===== src/rtl/cyclotron_fetch_pkg.sv =====
// Shared types and constants for the Cyclotron instruction-fetch requester.
//   fetch_slot_t : one reorder-ring entry (pending/done/kill flags, fetch pc, instruction)
//   slot_idx_t   : ring pointer / imem tag index type
//   ptr_inc      : wrapping pointer increment (DEPTH is a power of two)
package cyclotron_fetch_pkg;

    localparam int ARCH_LEN      = 32;
    localparam int INST_BITS     = 64;
    localparam int IMEM_TAG_BITS = 64;
    localparam int DEPTH         = 4;
    localparam int PC_STEP       = 8;
    localparam logic [ARCH_LEN-1:0] START_PC = 32'h8000_0000;

    localparam int SLOT_IDX_BITS = $clog2(DEPTH);
    // One extra bit so that "full" (count == DEPTH) is representable.
    localparam int COUNT_BITS    = SLOT_IDX_BITS + 1;

    typedef logic [SLOT_IDX_BITS-1:0] slot_idx_t;

    typedef struct packed {
        logic                 pending;
        logic                 done;
        logic                 kill;
        logic [ARCH_LEN-1:0]  pc;
        logic [INST_BITS-1:0] inst;
    } fetch_slot_t;

    // DEPTH is a power of two, so natural overflow of the index gives the wrap.
    function automatic slot_idx_t ptr_inc(input slot_idx_t ptr);
        return ptr + slot_idx_t'(1);
    endfunction

endpackage


===== src/rtl/fetch_rob.sv =====
// Reorder ring for in-flight instruction fetches.
// Ports:
//   clock, reset          : clock and synchronous active-high reset
//   alloc, alloc_pc       : allocate the tail slot for a new fetch at alloc_pc
//   fill, fill_idx/inst   : write a returned instruction into slot fill_idx and mark it done
//   fill_ok               : slot fill_idx is pending and not yet done (response acceptable)
//   kill_all              : mark every pending slot as killed (redirect)
//   pop                   : free the head slot and advance head
//   head_slot             : contents of the head slot
//   tail, count           : allocation pointer and number of allocated slots
module fetch_rob
    import cyclotron_fetch_pkg::*;
(
    input  logic                  clock,
    input  logic                  reset,
    input  logic                  alloc,
    input  logic [ARCH_LEN-1:0]   alloc_pc,
    input  logic                  fill,
    input  slot_idx_t             fill_idx,
    input  logic [INST_BITS-1:0]  fill_inst,
    input  logic                  kill_all,
    input  logic                  pop,
    output logic                  fill_ok,
    output fetch_slot_t           head_slot,
    output slot_idx_t             tail,
    output logic [COUNT_BITS-1:0] count
);

    slot_idx_t             head_reg, head_next;
    slot_idx_t             tail_reg, tail_next;
    logic [COUNT_BITS-1:0] count_reg, count_next;

    fetch_slot_t slot_view [DEPTH];

    generate
        for (genvar gi = 0; gi < DEPTH; gi++) begin : gen_slot
            fetch_slot_t slot_reg, slot_next;

            // Update order matters: a slot killed in the same cycle its
            // response lands keeps the data but is dropped later, and a
            // pop always leaves the slot fully free.
            always_comb begin
                slot_next = slot_reg;
                if (alloc && tail_reg == slot_idx_t'(gi)) begin
                    slot_next.pending = 1'b1;
                    slot_next.done    = 1'b0;
                    slot_next.kill    = 1'b0;
                    slot_next.pc      = alloc_pc;
                end
                if (fill && fill_idx == slot_idx_t'(gi)) begin
                    slot_next.inst = fill_inst;
                    slot_next.done = 1'b1;
                end
                if (kill_all && slot_reg.pending) begin
                    slot_next.kill = 1'b1;
                end
                if (pop && head_reg == slot_idx_t'(gi)) begin
                    slot_next.pending = 1'b0;
                    slot_next.done    = 1'b0;
                    slot_next.kill    = 1'b0;
                end
            end

            always_ff @(posedge clock) begin
                if (reset) begin
                    slot_reg <= '0;
                end else begin
                    slot_reg <= slot_next;
                end
            end

            assign slot_view[gi] = slot_reg;
        end
    endgenerate

    always_comb begin
        head_next  = pop   ? ptr_inc(head_reg) : head_reg;
        tail_next  = alloc ? ptr_inc(tail_reg) : tail_reg;
        count_next = count_reg;
        case ({alloc, pop})
            2'b10:   count_next = count_reg + COUNT_BITS'(1);
            2'b01:   count_next = count_reg - COUNT_BITS'(1);
            default: count_next = count_reg;
        endcase
    end

    always_ff @(posedge clock) begin
        if (reset) begin
            head_reg  <= '0;
            tail_reg  <= '0;
            count_reg <= '0;
        end else begin
            head_reg  <= head_next;
            tail_reg  <= tail_next;
            count_reg <= count_next;
        end
    end

    assign head_slot = slot_view[head_reg];
    assign fill_ok   = slot_view[fill_idx].pending & ~slot_view[fill_idx].done;
    assign tail      = tail_reg;
    assign count     = count_reg;

endmodule


===== src/rtl/cyclotron_fetch_requester.sv =====
// Requester side of the Cyclotron instruction-memory fetch interface.
// Issues sequential, tagged fetches (no backpressure), reorders out-of-order
// responses by tag and delivers instructions in program order.
// Ports:
//   clock, reset                 : clock, synchronous active-high reset
//   fetch_en                     : allow new fetch issue
//   redirect_valid, redirect_pc  : flush in-flight work, restart at redirect_pc
//   imem_req_*                   : fetch request (valid, tag = slot index, pc)
//   imem_resp_*                  : fetch response (valid, tag, instruction)
//   inst_valid/ready, inst_bits_*: in-order instruction delivery
//   resp_err                     : sticky flag for a response that matched no waiting slot
module cyclotron_fetch_requester
    import cyclotron_fetch_pkg::*;
(
    input  logic                     clock,
    input  logic                     reset,
    input  logic                     fetch_en,
    input  logic                     redirect_valid,
    input  logic [ARCH_LEN-1:0]      redirect_pc,
    output logic                     imem_req_valid,
    output logic [IMEM_TAG_BITS-1:0] imem_req_bits_tag,
    output logic [ARCH_LEN-1:0]      imem_req_bits_pc,
    input  logic                     imem_resp_valid,
    input  logic [IMEM_TAG_BITS-1:0] imem_resp_bits_tag,
    input  logic [INST_BITS-1:0]     imem_resp_bits_inst,
    output logic                     inst_valid,
    input  logic                     inst_ready,
    output logic [ARCH_LEN-1:0]      inst_bits_pc,
    output logic [INST_BITS-1:0]     inst_bits_inst,
    output logic                     resp_err
);

    logic [ARCH_LEN-1:0]   pc_reg, pc_next;
    logic                  resp_err_reg, resp_err_next;

    logic                  issue;
    logic                  resp_in_range;
    slot_idx_t             resp_idx;
    logic                  fill;
    logic                  fill_ok;
    logic                  resp_drop;
    logic                  deliver;
    logic                  head_ready;
    logic                  pop;
    logic                  kill_all;
    fetch_slot_t           head_slot;
    slot_idx_t             tail;
    logic [COUNT_BITS-1:0] count;

    fetch_rob u_rob (
        .clock     (clock),
        .reset     (reset),
        .alloc     (issue),
        .alloc_pc  (pc_reg),
        .fill      (fill),
        .fill_idx  (resp_idx),
        .fill_inst (imem_resp_bits_inst),
        .kill_all  (kill_all),
        .pop       (pop),
        .fill_ok   (fill_ok),
        .head_slot (head_slot),
        .tail      (tail),
        .count     (count)
    );

    assign issue = ~reset & fetch_en & ~redirect_valid & (count != COUNT_BITS'(DEPTH));

    // A tag is usable only if every bit above the slot index is zero.
    assign resp_in_range = (imem_resp_bits_tag >> SLOT_IDX_BITS) == '0;
    assign resp_idx      = imem_resp_bits_tag[SLOT_IDX_BITS-1:0];
    assign fill          = ~reset & imem_resp_valid & resp_in_range & fill_ok;
    assign resp_drop     = ~reset & imem_resp_valid & ~(resp_in_range & fill_ok);

    assign kill_all = ~reset & redirect_valid;

    // Delivery reads only registered slot state, so a response is never
    // visible on inst_valid in the cycle it arrives.
    assign head_ready = head_slot.pending & head_slot.done;
    assign deliver    = ~reset & head_ready & ~head_slot.kill & ~redirect_valid;
    assign pop        = ~reset & head_ready & (head_slot.kill | (deliver & inst_ready));

    always_comb begin
        pc_next = pc_reg;
        if (redirect_valid) begin
            pc_next = redirect_pc;
        end else if (issue) begin
            pc_next = pc_reg + ARCH_LEN'(PC_STEP);
        end
        resp_err_next = resp_err_reg | resp_drop;
    end

    always_ff @(posedge clock) begin
        if (reset) begin
            pc_reg       <= START_PC;
            resp_err_reg <= 1'b0;
        end else begin
            pc_reg       <= pc_next;
            resp_err_reg <= resp_err_next;
        end
    end

    assign imem_req_valid    = issue;
    assign imem_req_bits_tag = reset ? '0 : {{(IMEM_TAG_BITS-SLOT_IDX_BITS){1'b0}}, tail};
    assign imem_req_bits_pc  = reset ? '0 : pc_reg;
    assign inst_valid        = deliver;
    assign inst_bits_pc      = deliver ? head_slot.pc   : '0;
    assign inst_bits_inst    = deliver ? head_slot.inst : '0;
    assign resp_err          = resp_err_reg & ~reset;

endmodule

===== config.mk =====
export PLATFORM = sky130hd
export DESIGN_NAME = cyclotron_fetch_requester
export DESIGN_NICKNAME = d
export VERILOG_FILES = /design/src/rtl/cyclotron_fetch_pkg.sv /design/src/rtl/fetch_rob.sv /design/src/rtl/cyclotron_fetch_requester.sv
export SDC_FILE = /design/constraint.sdc
export NUM_CORES = 1
export LEC_CHECK = 0
export CAP_MARGIN = 20
export CORE_UTILIZATION = 35
export DETAILED_ROUTE_END_ITERATION = 6
export MAX_ROUTING_LAYER = met4
export PLACE_DENSITY_LB_ADDON = 0.25
export SYNTH_ARGS = -nofsm -noshare
export SYNTH_HDL_FRONTEND = slang
export SYNTH_HIERARCHICAL = 1
export SYNTH_SLANG_ARGS = --single-unit

===== constraint.sdc =====
create_clock -name clock -period 4.95 [get_ports clock]
set_input_delay 0.7425 -clock clock [delete_from_list [all_inputs] [get_ports clock]]
set_output_delay 0.7425 -clock clock [all_outputs]
set_load 0.03 [all_outputs]

==> metrics.txt <==
status=finished, final reports clean; Ys Warns=6; Pint=0.00590 W; number of placed I/O pins=361; Max Root-Sink Buffers=3; switching pwr=0.00177 W; Post-DRT Antenna Nets=0; vias in the first global route=16900; final cycle utilization of the critical path=89.6%; share of cells above drive strength 1=9.15%; Logic pwr share=5.9%; clock share of power=47.4%; first-pass GRT wire length=94400 µm; Pleak=8.02 nW; Placed Cells=3255; Starting Density=35.7%; CTS H-tree depth=2; post-synth cell types=53; final hold viol count=0; initial antenna violation count=2; clock sinks=436; later-pin clock latency in the skew report=0.59 ns; Post-synth EDFFs=0; syn avg cell area=8.41 µm²; setup repair bufs after CTS=0; CTS buffer count=49; Total Routing Usage GR=21.4%; Rows=86; max cap viols=0; grt ovf=0; Critical Path Start Type=flip-flop; Largest register FFs=396; relative slew slack=25.2%; min cycle time layout=4.44 ns; routability cong.=0.797; post-DR vias/cell=5.11; Post-Route Setup TNS=0 ns; PD cells=311 nW/µm²; Worst Path Required=4.21 ns; CTS tree=built; Async S/R FF share, synth=0%; Final Max Slew Viols=0; Final nets=2735; Root Driver=clkbuf_16; Yosys reg bits=436; detailed router's first-iteration violation count=1215; Max FO, Critical Path=59; DIE AREA=57600 µm²; Die Wd=240 µm; Max Freq=225 MHz; top cell type by total area after synthesis=dfxtp_1; critical path endpoint category=output port; # setup viols final=0; synthesis-to-layout area growth=24.2%; WL/cell=18.2 µm; drt first pass iters=7; worst reg-to-reg setup slack=1.51 ns; largest net degree at the start of global routing=107; Switching Share=23.0%; vias=17100; top cells by area, synth=dfxtp_1 44%, nand2_1 15%, mux4_2 11%; HPWL after DPL=36900 µm; Gates resized, CTS repair=0; Worst VDD drop=0.227 mV; critical path class=reg2out; Detailed Route WL=60900 µm; core area=55500 µm²; Worst Hold Class=reg2reg; unrepaired setup endpoints after global routing=no; number of port buffers=298; Mapped Area=19800 µm²; worst slew pin tran=1.12 ns; post-synth top area share=44.0%; Arr. time, crit path=3.69 ns; register area share after synthesis=44.0%; Final Non-Filler Cells=3341; clk_skew=0.0272 ns; Clock transition at path regs=0.06 ns; DRC=0; Synth Flop Type=dfxtp_1; sequential power share=46.8%; die extent in y=240 µm; synthesized instance count=2358; count of hold-fix buffers inserted at cts=0
cells in the final DEF (no fill, tap or decap), types with 11 or more instances in the layout:
master	count
clkdlybuf4s50_1	279
a21oi_1	393
and2_1	100
nor2b_1	38
inv_1	12
or4_1	20
buf_4	38
nand2_1	805
conb_1	62
buf_12	15
nor2_1	42
nand3_1	11
clkbuf_8	14
mux4_2	99
a31oi_1	14
dfxtp_1	434
clkbuf_1	12
nor4_1	15
clkbuf_16	51
layout make-up:
class | count | area [µm²]
clock buffer | 77 | 1510
tap | 748 | 936
sequential | 436 | 8740
inverter | 13 | 48.8
multi-input combinational | 1725 | 9910
timing repair buffer | 333 | 3390
clock inverter | 7 | 88.8
fill | 5532 | 30900
antenna | 2 | 5.00
cells in the mapped netlist, types with 4 or more instances:
master    number
nor3b_1        5
nand2_1      805
and2_1       100
a31oi_1       14
o31ai_1        8
inv_1         12
buf_4         93
a21o_1         4
or4_1         20
xnor2_1        7
o311ai_0       6
nor4_1        16
mux4_2        99
nand4_1        8
nor2_1        42
dfxtp_1      436
a311oi_1       7
buf_6          7
nor3_1         6
mux2i_1        6
o21ai_0        4
buf_2         57
nor2b_1       38
ha_1          10
or3_1         10
and3_1         5
nand3_1       11
a21oi_1      393
clkbuf_1      86
a22oi_1        5
a211oi_1       6
final timing paths:
check                                                    start                        endpoint  cells after the start
worst min-delay path            u_rob/gen_slot[1].slot_reg[24]  u_rob/gen_slot[1].slot_reg[24]                      2
worst max register to register  u_rob/gen_slot[2].slot_reg[98]  u_rob/gen_slot[0].slot_reg[40]                     12
worst min register to register  u_rob/gen_slot[1].slot_reg[24]  u_rob/gen_slot[1].slot_reg[24]                      2
worst max-delay path                         u_rob/head_reg[0]                inst_bits_pc[14]                      5
worst max-delay path, stage by stage (launching register included):
cell and delay [ns]:
dfxtp_4 0.69, mux4_2 0.61, nor4_2 0.49, buf_12 0.34, and2_1 0.26, clkdlybuf4s50_1 0.70
through the flow:
stage / hold WS (ns) / worst slack, ns / utilization, % / power [W] / area [µm²]
finish: 0.449 / 0.514 / 44.4 / 0.00767 / 24600
global route: 0.463 / 0.278 / 44.4 / 0.00794 / 24600
CTS: 0.451 / 0.364 / 44.4 / 0.00776 / 24600
detailed placement: 0.443 / 0.562 / 41.5 / 0.00411 / 23000
global placement: 0.438 / 0.724 / 41.5 / 0.00411 / 23000
floorplan: 0.432 / 1.44 / - / 0.00391 / 20100
metal layers:
layer	wire length, µm	global-route usage (%)	vias to the layer above
met5	0	-	-
met4	1330	5.89	0
met3	3500	3.05	83
met2	30600	36.8	526
met1	25400	26.2	8227
li1	-	-	8230
logic make-up (layout without fill, tap and decap cells):
family | Yosys count | in the layout | synth area share (%)
compound gates | 454 | 454 | 12.2
xor+xnor | 10 | 10 | 0.442
fa+ha+maj | 11 | 11 | 0.732
buf+inv | 258 | 430 | 7.27
flops | 436 | 436 | 44.0
mux | 105 | 105 | 11.5
other cells | 1 | 64 | 0.0189
simple gates | 1083 | 1083 | 23.8
power groups by stage:
stage / Sequential, W / Clock (W) / Combinational, W
after floorplan: 0.00364 / 0 / 0.000264
after global placement: 0.00366 / 0 / 0.000445
after detailed placement: 0.00367 / 0 / 0.000448
after CTS: 0.00359 / 0.00372 / 0.000449
after global routing: 0.00359 / 0.00386 / 0.000482
final: 0.00359 / 0.00363 / 0.000449
Note: power is estimated with default switching activity, not from simulation.
